[src/rtl/tug_of_war_core.sv]
// tug_of_war_core: N-light tug-of-war game engine with edge-detected button
// presses, per-player round scores, timed round restart and a match-over latch.
// Optional feature macro: TOW_CPU_EN (right player driven by an LFSR opponent).
`timescale 1ns/1ps

module tug_of_war_core #(
  parameter int unsigned N_LIGHTS    = 9,
  parameter int unsigned SCORE_W     = 3,
  parameter int unsigned HOLD_CYCLES = 4,
  parameter int unsigned CPU_DIV_W   = 20
) (
  input  logic                clk,
  input  logic                reset,
  input  logic                l_in,
  input  logic                r_in,
  input  logic [9:0]          cpu_speed,
  output logic [N_LIGHTS-1:0] lights,
  output logic                left_win,
  output logic                right_win,
  output logic [SCORE_W-1:0]  left_score,
  output logic [SCORE_W-1:0]  right_score,
  output logic                match_over
);

  localparam int unsigned POS_W  = (N_LIGHTS > 1) ? $clog2(N_LIGHTS) : 1;
  localparam int unsigned HOLD_W = (HOLD_CYCLES > 1) ? $clog2(HOLD_CYCLES) : 1;
  localparam logic [POS_W-1:0]   POS_C     = POS_W'((N_LIGHTS - 1) / 2);
  localparam logic [POS_W-1:0]   POS_MAX   = POS_W'(N_LIGHTS - 1);
  localparam logic [SCORE_W-1:0] SCORE_MAX = {SCORE_W{1'b1}};
  localparam logic [HOLD_W-1:0]  HOLD_LOAD = HOLD_W'(HOLD_CYCLES - 1);

  typedef enum logic [1:0] {
    S_PLAY,
    S_WIN_L,
    S_WIN_R,
    S_OVER
  } state_e;

  state_e              state_q, state_d;
  logic [POS_W-1:0]    pos_q, pos_d;
  logic [HOLD_W-1:0]   hold_q, hold_d;
  logic [SCORE_W-1:0]  left_score_q, left_score_d;
  logic [SCORE_W-1:0]  right_score_q, right_score_d;
  logic                left_win_q, left_win_d;
  logic                right_win_q, right_win_d;
  logic                match_over_q, match_over_d;
  logic [N_LIGHTS-1:0] lights_q, lights_d;
  logic                l_q, l_d;
  logic                r_q, r_d;
  logic                r_eff;
  logic                pl;
  logic                pr;

`ifdef TOW_CPU_EN
  logic [9:0]           lfsr_q, lfsr_d;
  logic [CPU_DIV_W-1:0] div_q, div_d;
  logic                 cpu_press;
  logic                 unused_r_in;

  // LFSR (taps 10,7) and prescaler advance every cycle; CPU presses on wrap
  always_comb begin
    lfsr_d    = {lfsr_q[8:0], lfsr_q[9] ^ lfsr_q[6]};
    div_d     = div_q + CPU_DIV_W'(1);
    cpu_press = (&div_q) && (lfsr_q < cpu_speed);
  end

  // CPU opponent state registers
  always_ff @(posedge clk or posedge reset) begin
    if (reset) begin
      lfsr_q <= 10'h001;
      div_q  <= '0;
    end else begin
      lfsr_q <= lfsr_d;
      div_q  <= div_d;
    end
  end

  assign r_eff       = cpu_press;
  assign unused_r_in = r_in;
`else
  logic unused_cpu;

  assign r_eff      = r_in;
  assign unused_cpu = ^{cpu_speed, CPU_DIV_W'(0)};
`endif

  // Game FSM: press detection, rope movement, scoring and hold timing
  always_comb begin
    state_d       = state_q;
    pos_d         = pos_q;
    hold_d        = hold_q;
    left_score_d  = left_score_q;
    right_score_d = right_score_q;
    left_win_d    = left_win_q;
    right_win_d   = right_win_q;
    match_over_d  = match_over_q;
    l_d           = l_in;
    r_d           = r_eff;
    pl            = l_in & ~l_q;
    pr            = r_eff & ~r_q;

    case (state_q)
      S_PLAY: begin
        if (pl && !pr) begin
          if (pos_q == POS_MAX) begin
            state_d      = S_WIN_L;
            left_score_d = left_score_q + SCORE_W'(1);
            left_win_d   = 1'b1;
            hold_d       = HOLD_LOAD;
          end else begin
            pos_d = pos_q + POS_W'(1);
          end
        end else if (pr && !pl) begin
          if (pos_q == '0) begin
            state_d       = S_WIN_R;
            right_score_d = right_score_q + SCORE_W'(1);
            right_win_d   = 1'b1;
            hold_d        = HOLD_LOAD;
          end else begin
            pos_d = pos_q - POS_W'(1);
          end
        end
      end
      S_WIN_L: begin
        if (hold_q == '0) begin
          if (left_score_q == SCORE_MAX) begin
            state_d      = S_OVER;
            match_over_d = 1'b1;
          end else begin
            state_d    = S_PLAY;
            pos_d      = POS_C;
            left_win_d = 1'b0;
          end
        end else begin
          hold_d = hold_q - HOLD_W'(1);
        end
      end
      S_WIN_R: begin
        if (hold_q == '0) begin
          if (right_score_q == SCORE_MAX) begin
            state_d      = S_OVER;
            match_over_d = 1'b1;
          end else begin
            state_d     = S_PLAY;
            pos_d       = POS_C;
            right_win_d = 1'b0;
          end
        end else begin
          hold_d = hold_q - HOLD_W'(1);
        end
      end
      S_OVER: begin
        state_d = S_OVER;
      end
      default: begin
        state_d = S_PLAY;
      end
    endcase

    lights_d = (state_d == S_PLAY) ? (N_LIGHTS'(1) << pos_d) : '0;
  end

  // State and output registers; inputs' previous levels reset high
  always_ff @(posedge clk or posedge reset) begin
    if (reset) begin
      state_q       <= S_PLAY;
      pos_q         <= POS_C;
      hold_q        <= '0;
      left_score_q  <= '0;
      right_score_q <= '0;
      left_win_q    <= 1'b0;
      right_win_q   <= 1'b0;
      match_over_q  <= 1'b0;
      lights_q      <= N_LIGHTS'(1) << POS_C;
      l_q           <= 1'b1;
      r_q           <= 1'b1;
    end else begin
      state_q       <= state_d;
      pos_q         <= pos_d;
      hold_q        <= hold_d;
      left_score_q  <= left_score_d;
      right_score_q <= right_score_d;
      left_win_q    <= left_win_d;
      right_win_q   <= right_win_d;
      match_over_q  <= match_over_d;
      lights_q      <= lights_d;
      l_q           <= l_d;
      r_q           <= r_d;
    end
  end

  assign lights      = lights_q;
  assign left_win    = left_win_q;
  assign right_win   = right_win_q;
  assign left_score  = left_score_q;
  assign right_score = right_score_q;
  assign match_over  = match_over_q;

endmodule

[config.mk]
export PLATFORM = sky130hd
export DESIGN_NAME = tug_of_war_core
export DESIGN_NICKNAME = d
export VERILOG_FILES = /design/src/rtl/tug_of_war_core.sv
export SDC_FILE = /design/constraint.sdc
export NUM_CORES = 1
export LEC_CHECK = 0
export BUFFER_PORTS_ARGS = -buffer_cell sky130_fd_sc_hd__buf_2
export CAP_MARGIN = 25
export CORE_ASPECT_RATIO = 1.5
export CORE_UTILIZATION = 30
export DETAILED_ROUTE_END_ITERATION = 10
export HOLD_SLACK_MARGIN = 0.02
export PLACE_DENSITY_LB_ADDON = 0.1
export SETUP_SLACK_MARGIN = 0.05
export SYNTH_ARGS = -nofsm -noshare
export SYNTH_HDL_FRONTEND = slang
export SYNTH_SLANG_ARGS = --single-unit
[constraint.sdc]
create_clock -name clk -period 2.7 [get_ports clk]
set_input_delay 0.135 -clock clk [delete_from_list [all_inputs] [get_ports clk]]
set_output_delay 0.135 -clock clk [all_outputs]
set_load 0.05 [all_outputs]
Word-level counts from Yosys, hierarchy flattened. Index checks and enable logic that the tools add are counted.

Bitwise gates (word level): 5. Reductions and logical operators: 19. Equality and inequality tests: 21. Shift-type cells: 1. Add/sub/neg operators: 5. Muxes and demuxes: 41.

Operators with widths (number): $mux W4 (8); $mux W2 (13); $ne A2 B2 Y1 const B (12); $reduce_and A5 Y1 (3); $mux W1 (13); $pmux W4 S3 (1); $mux W9 (1); $ne A3 B3 Y1 const B (3); $shl A1 B4 Y9 const A (1); $pmux W2 S4 (1); $reduce_bool A2 Y1 (4); $add A3 B1 Y3 const B (2); $eq A3 B3 Y1 const B (2); $logic_not A2 Y1 (3); $pmux W1 S2 (3); $reduce_and A6 Y1 (1); $add A4 B1 Y4 const B (1); $eq A2 B2 Y1 const B (2); $eq A4 B4 Y1 const B (1); $logic_not A4 Y1 (1); $pmux W2 S2 (1); $reduce_and A4 Y1 (1); $sub A4 B1 Y4 const B (1); $not A1 Y1 (3); other kinds (7) (10).

Input bits: 14. Output and inout port bits: 18. Register bits after elaboration: 28. Logic and storage cells: 103.

Depth between registers and ports, before layout. Gate-level depths: netlist of run 1.

Word-level depth: 9. Gate-level depth with buffers: 10. Mapped depth without buffers: 9.

Least setup slack after synthesis of run 1. Ideal clock, no wire load.

Kind: register -> register. From: register left_score_q[0], in the netlist left_score[0]. To: register lights_q[4], in the netlist lights[4]. Period minus slack after synthesis: 2.216 ns. Stages on the path, launching flop included: 8. Path slack: 0.484 ns. Path buffers: 0. Required time: 2.604 ns. Arrival time: 2.119 ns. Library setup time: 0.096 ns. Cell sequence: dfrtp_1 ha_1 ha_1 a221oi_2 a31oi_1 nor2_1 inv_1 nor4_1.

Longest elaborated chain between the ends: 6. Elaborated cells between the ends (all ways): 10. Classes of those cells: eq/ne (1); shift (1); mux (7); reduce/logical (1).

RTL lines: start, declared (RTL line 42) `logic [SCORE_W-1:0] left_score_q, left_score_d;`; start signal, assigned (RTL line 181) `left_score_q <= left_score_d;`; $eq A3 B3 Y1 (RTL line 126) `if (left_score_q == SCORE_MAX) begin`; $mux W4 (RTL line 126); $mux W4 (RTL line 125) `if (hold_q == '0) begin`; $pmux W4 S3 (RTL line 102) `case (state_q)`; via pos_d[1] (RTL line 40) `logic [POS_W-1:0] pos_q, pos_d;`; $shl A1 B4 Y9 (RTL line 160) `lights_d = (state_d == S_PLAY) ? (N_LIGHTS'(1) << pos_d) : '0;`; $mux W9 (RTL line 160); via lights_d[4] (RTL line 47) `logic [N_LIGHTS-1:0] lights_q, lights_d;`; end signal, assigned (RTL line 174) `lights_q <= N_LIGHTS'(1) << POS_C;`; end signal, assigned (RTL line 186) `lights_q <= lights_d;`; end, declared (RTL line 47).

The timed path passes the listed nets, and every way through them passes these cells. A chain may end at the register's enable or synchronous reset.

Worst setup path after layout of run 1. Same ends and word-level chain as after synthesis.

==> results.json, run 1 <==
{
  "grt_usage_pct": 13.3,
  "antenna_found_initial": 0,
  "wl_per_cell_um": 14.1,
  "cts_root_buf": "clkbuf_8",
  "synth_flop_cell": "dfrtp_1",
  "cts_buffers": 3,
  "setup-violations-final": 0,
  "p_leak_nw": 0.962,
  "wirelength_um": 3620,
  "clock.fmax_mhz": 421,
  "rsz0062_at_grt": "no",
  "yosys_warnings": 0,
  "hold_violations": 0,
  "arrival_ns": 2.55,
  "critPathTopFamily": "simple AND/OR/NAND/NOR gates",
  "syn_inst": 165,
  "htree_levels": 1,
  "drt_iter0_drc": 71,
  "async_reset_ff_share_pct": 100,
  "slew_viol_final": 0,
  "place_hpwl_um": 2800,
  "slowest_stage": "a221oi_2",
  "crit_type": "reg -> reg",
  "drive_gt1_share_pct": 22.9,
  "pin_count": 32,
  "avgSynthCellArea_um2": 9.93,
  "grt_pass1_wl_um": 6070,
  "slew_headroom_pct": 71.1,
  "chipHeight_um": 92.5,
  "initial_core_util_pct": 31.5,
  "nets": 217,
  "r2r_slack_ns": 0.33,
  "synthesis.nets": 193,
  "drc": 0,
  "num_rows": 32,
  "crit_chain": "ha_1 -> ha_1 -> a221oi_2 -> a31oi_1 -> nor2_1 -> inv_1 -> nor4_1",
  "fp.coreArea_mm2": 0.00520,
  "r2r_cells": 7,
  "portBuffers": 21,
  "num_antenna_cells": 0,
  "vias_per_cell": 4.97,
  "grt_max_degree": 21,
  "gp_congestion": 0.768,
  "drtPass1Iterations": 4,
  "via_count": 1272,
  "synthToLayoutAreaGrowth_pct": 18.1,
  "regToRegEndpoint": "lights[4]$_DFF_PP1_",
  "ir_worst_vdd_uv": 599,
  "hold_path.class": "in -> async",
  "cts_tree": "built",
  "die_width_um": 62.3,
  "power_w": 0.00234,
  "cpPeakStageDelay_ns": 0.43,
  "dp.cells": 249,
  "synth_edf_count": 0,
  "maxCapViolCount": 0,
  "layout_commonest_cell": "dfrtp_1",
  "layout.cells.most_common_list": "24 x dfrtp_1, 21 x buf_2, 17 x inv_1",
  "status": "completed",
  "tns_ns": 0,
  "cts.sinks": 28,
  "overflow": 0,
  "die_area_mm2": 0.00577,
  "crit_fanout": 6,
  "endpoint_kind": "flip-flop",
  "crit_top_cell": "ha_1",
  "grt_pass1_vias": 1340,
  "holdWs_ns": 0.386,
  "path_clk_slew_ns": 0.10,
  "p_per_area_mw_per_mm2": 1210,
  "skew_ns": 0.00559,
  "period_needed_ns": 2.37,
  "ys_seq_area_share_pct": 43.1,
  "required_ns": 2.88,
  "regToRegStartpoint": "left_score[0]$_DFFE_PP0P_",
  "path_buf_inv": 1,
  "finalCritPeriodShare_pct": 87.9,
  "syn-cell-area_mm2": 0.00164,
  "clk_latency_ns": 0.28,
  "ys_types": 47,
  "ant_nets": 0,
  "cts_buffer_depth": 2,
  "worstSetupStartpointType": "flip-flop",
  "synth_seq_cells": 28,
  "finalNonFillerCells": 256,
  "cts_setup_buffers": 0,
  "tightest_slew_ns": 0.434
}
==> metal layers <==
| metal | GRT usage, % | vias up | part of all wire [%] |
|---|---|---|---|
| met5 | 0 | - | 0 |
| met4 | 5.43 | 0 | 1.6 |
| met3 | 1.85 | 4 | 1.6 |
| met2 | 25.3 | 17 | 53 |
| met1 | 14.7 | 616 | 44 |
| li1 | - | 635 | - |
==> cells in the mapped netlist, types with 2 or more instances <==
library cell   n  area (µm²)
nand4_1        5        31.3
nor2b_1        6        37.5
nand3b_1       2        15.0
or2_2          2        12.5
dfstp_2        4         105
o21ai_0        3        15.0
a21oi_1        3        15.0
a311oi_1       3        26.3
a31oi_1        3        18.8
xnor2_1        3        26.3
buf_2          2        10.0
nor2_1        13        48.8
and3b_1        2        17.5
a211o_1        2        17.5
and4_1         2        17.5
inv_1         17        63.8
mux2_2         4        45.0
o211ai_1       2        15.0
o21ai_1        2        10.0
nand2_1        4        15.0
clkbuf_1       4        15.0
nand2b_1       7        43.8
dfrtp_1       24         601
ha_1          14         175
nand3_1        2        10.0
nor3_1         4        20.0
nor4_1         6        37.5
==> state kept, by name, indices dropped and copies added (netlist names) <==
signal / count
r_q: 1
right_win: 1
l_q: 1
left_win: 1
match_over: 1
lights: 9
right_score: 3
left_score: 3
state_q: 2
hold_q: 2
pos_q: 4
==> metrics by stage <==
stage | worst slack [ns] | util, % | cell area [µm²]
floorplan | 0.484 | - | 1640
CTS | 0.148 | 37.0 | 1930
detailed placement | 0.173 | 35.1 | 1830
global placement | 0.199 | 34.6 | 1800
finish | 0.326 | 37.2 | 1930
global route | 0.106 | 37.2 | 1930
==> cells by family (layout without fill, tap and decap cells) <==
logic type / Yosys count / in the layout / share of synthesized area [%]
flops: 28 / 28 / 43.1
simple gates: 62 / 62 / 22.3
buf+inv: 25 / 48 / 6.34
mux: 5 / 5 / 3.36
xor+xnor: 3 / 3 / 1.60
compound gates: 28 / 28 / 12.6
fa+ha+maj: 14 / 14 / 10.7
==> final cells by class <==
| type | instances | area [µm²] |
|---|---|---|
| clock inverters | 1 | 30.0 |
| clock buffers | 3 | 41.3 |
| well taps | 68 | 85.1 |
| flip-flops and latches | 28 | 706 |
| repair buffers | 26 | 170 |
| multi-input cells | 112 | 835 |
| fillers | 566 | 3270 |
| inverters | 18 | 67.6 |
==> worst min-delay path: stages <==
cell	delay, ns
dlygate4sd3_1	0.53
buf_2	0.12
inv_1	0.32
==> how the worst max path moves through the flow <==
stage,from,endpoint,cells after the start
floorplan,left_score[0]$_DFFE_PP0P_,lights[4]$_DFF_PP1_,7
finish,left_score[0]$_DFFE_PP0P_,lights[4]$_DFF_PP1_,7
global placement,l_q$_DFF_PP1_,lights[2]$_DFF_PP0_,9
global route,left_score[0]$_DFFE_PP0P_,lights[4]$_DFF_PP1_,7
detailed placement,l_q$_DFF_PP1_,lights[2]$_DFF_PP0_,9
CTS,l_q$_DFF_PP1_,lights[8]$_DFF_PP0_,9
==> repair_timing <==
| item | in CTS | in global routing |
|---|---|---|
| resized for setup | 0 | 2 |
| setup endpoints to repair | 0 | 6 |
| hold buffers | 3 | 0 |
| endpoints found under the hold margin | 10 | 0 |
==> power breakdown <==
part	internal (W)	switching (W)	leakage, nW
Sequential	0.000557	0.000122	0.356
Clock	0.000199	0.000134	0.0357
Combinational	0.000437	0.000895	0.570
No activity file was read; power rests on OpenSTA's default activity.
==> run 2: changes to the inputs <==
--- a/config.mk
+++ b/config.mk
@@ -8,10 +8,11 @@
 export BUFFER_PORTS_ARGS = -buffer_cell sky130_fd_sc_hd__buf_2
 export CAP_MARGIN = 25
 export CORE_ASPECT_RATIO = 1.5
-export CORE_UTILIZATION = 30
+export CORE_UTILIZATION = 50
 export DETAILED_ROUTE_END_ITERATION = 10
 export HOLD_SLACK_MARGIN = 0.02
 export PLACE_DENSITY_LB_ADDON = 0.1
+export RECOVER_POWER = 100
 export SETUP_SLACK_MARGIN = 0.05
 export SYNTH_ARGS = -nofsm -noshare
 export SYNTH_HDL_FRONTEND = slang
==> run 2 against run 1 <==
  * Clock power fell by 2%
  * Largest cell class unchanged
  * Critical path type unchanged
  * Via count rose by 3.9%
  * Maximum frequency fell by 1.4%
  * Power fell by 2.6%
==> results.json, run 2 (synthesis results as in run 1) <==
{
  "num_antenna_cells": 0,
  "power_w": 0.00228,
  "dp.cells": 219,
  "slew_headroom_pct": 33.7,
  "rsz0062_at_grt": "no",
  "clock.fmax_mhz": 415,
  "grt_max_degree": 29,
  "place_hpwl_um": 2570,
  "busiest_layer": "met2",
  "p_leak_nw": 0.866,
  "nets": 216,
  "tightest_slew_ns": 0.994,
  "initial_core_util_pct": 52.4,
  "final_cell_area_mm2": 0.00184,
  "die_width_um": 48.7,
  "arrival_ns": 2.58,
  "ant_nets": 0,
  "overflow": 0,
  "cts.sinks": 28,
  "p_per_area_mw_per_mm2": 1240,
  "layout_commonest_cell": "dfrtp_1",
  "status": "completed",
  "worstSetupStartpointType": "flip-flop",
  "drtPass1Iterations": 4,
  "crit_fanout": 8,
  "portBuffers": 21,
  "via_count": 1321,
  "dpl_cell_area_mm2": 0.00176,
  "die_area_mm2": 0.00351,
  "cts_buffers": 3,
  "gr-usage-met2_pct": 41.8,
  "gp_congestion": 0.797,
  "finalNonFillerCells": 227,
  "endpoint_kind": "flip-flop",
  "antenna_found_initial": 0,
  "wirelength_um": 3410,
  "htree_levels": 1,
  "fp.coreArea_mm2": 0.00313,
  "grt_pass1_wl_um": 5820,
  "chipHeight_um": 72.1,
  "skew_ns": 0.00142,
  "cts_tree": "built",
  "num_rows": 25,
  "path_clk_slew_ns": 0.09,
  "hold_path.class": "in -> async",
  "setup-violations-final": 0,
  "final.fill_count": 293,
  "grt_pass1_vias": 1311,
  "cts_buffer_depth": 2,
  "period_needed_ns": 2.41,
  "required_ns": 2.87,
  "drc": 0,
  "finalCritPeriodShare_pct": 89.1,
  "r2r_slack_ns": 0.29,
  "grt_usage_pct": 21.1,
  "drt_iter0_drc": 30,
  "hold_violations": 0,
  "slew_viol_final": 0,
  "wl_per_cell_um": 15.0,
  "tns_ns": 0,
  "vias_per_cell": 5.82,
  "layout.cells.most_common_list": "24 x dfrtp_1, 21 x clkbuf_1, 17 x inv_1",
  "synthToLayoutAreaGrowth_pct": 12.4,
  "crit_type": "reg -> reg",
  "drive_gt1_share_pct": 10.7,
  "clk_latency_ns": 0.27,
  "grt_use_met3_pct": 2.10,
  "ir_worst_vdd_uv": 670,
  "maxCapViolCount": 0,
  "largest_reg_flops": 9,
  "pin_count": 32,
  "cts_root_buf": "clkbuf_8",
  "grt_use_met1_pct": 22.7
}
[run 2: cell types whose count changed in the layout (fill, tap and decap cells not counted)]
cell and delta:
buf_16 -1, buf_2 -20, buf_4 -1, clkbuf_1 +21
or3b_1 +1, or3b_4 -1
[run 2: worst max-delay path, stage by stage, from the launching register on]
cell and delay (ns):
dfrtp_1 0.43, inv_1 0.11, ha_1 0.32, or3b_1 0.44
nand3_1 0.11, a21oi_1 0.06, nor2_1 0.28, inv_1 0.18
nor4_1 0.37
[run 2: final timing paths]
kind	from	endpoint	cells past startpoint
hold reg to reg	match_over$_DFFE_PP0P_	match_over$_DFFE_PP0P_	1
max in group asynchronous	reset	right_score[0]$_DFFE_PP0P_	4
min in group clk	match_over$_DFFE_PP0P_	match_over$_DFFE_PP0P_	1
setup reg to reg	pos_q[0]$_DFF_PP0_	lights[4]$_DFF_PP1_	8
setup / recovery	pos_q[0]$_DFF_PP0_	lights[4]$_DFF_PP1_	8
hold / removal	reset	left_score[1]$_DFFE_PP0P_	3
[run 2: final cells by class]
cell class / count / area, µm² / share of cell area [%]
multi-input cells: 112 / 832 / 45.2
flip-flops and latches: 28 / 706 / 38.3
repair buffers: 25 / 114 / 6.19
inverters: 18 / 67.6 / 3.67
well taps: 40 / 50.0 / 2.72
clock buffers: 3 / 41.3 / 2.24
clock inverters: 1 / 30.0 / 1.63
[run 2: routing by layer]
layer	routed length [µm]	part of all wire, %	up-vias
met2	1900	56	24
met1	1370	40	651
li1	-	-	639
met5	0	0	-
met3	75	2.2	7
met4	61	1.8	0
[run 2: stage by stage]
| step | hold slack [ns] | util [%] | worst slack (ns) |
|---|---|---|---|
| final | 0.349 | 58.8 | 0.293 |
| after global routing | 0.372 | 58.8 | 0.0899 |
| after CTS | 0.132 | 59.1 | 0.152 |
| after detailed placement | 0.255 | 56.2 | 0.159 |
| after global placement | 0.254 | 56.2 | 0.240 |
| after floorplan | 0.139 | - | 0.484 |
[run 2: repair_timing]
item | CTS | global route
buffers inserted | 0 | 0
resized for setup | 0 | 2
hold endpoints to repair | 2 | 8
setup endpoints to repair | 0 | 9
hold buffers | 2 | 1
[run 2: report_power, final]
group	switching (W)	internal, W
Sequential	0.000122	0.000557
Clock	0.000128	0.000199
Combinational	0.000882	0.000394
Total	0.00113	0.00115
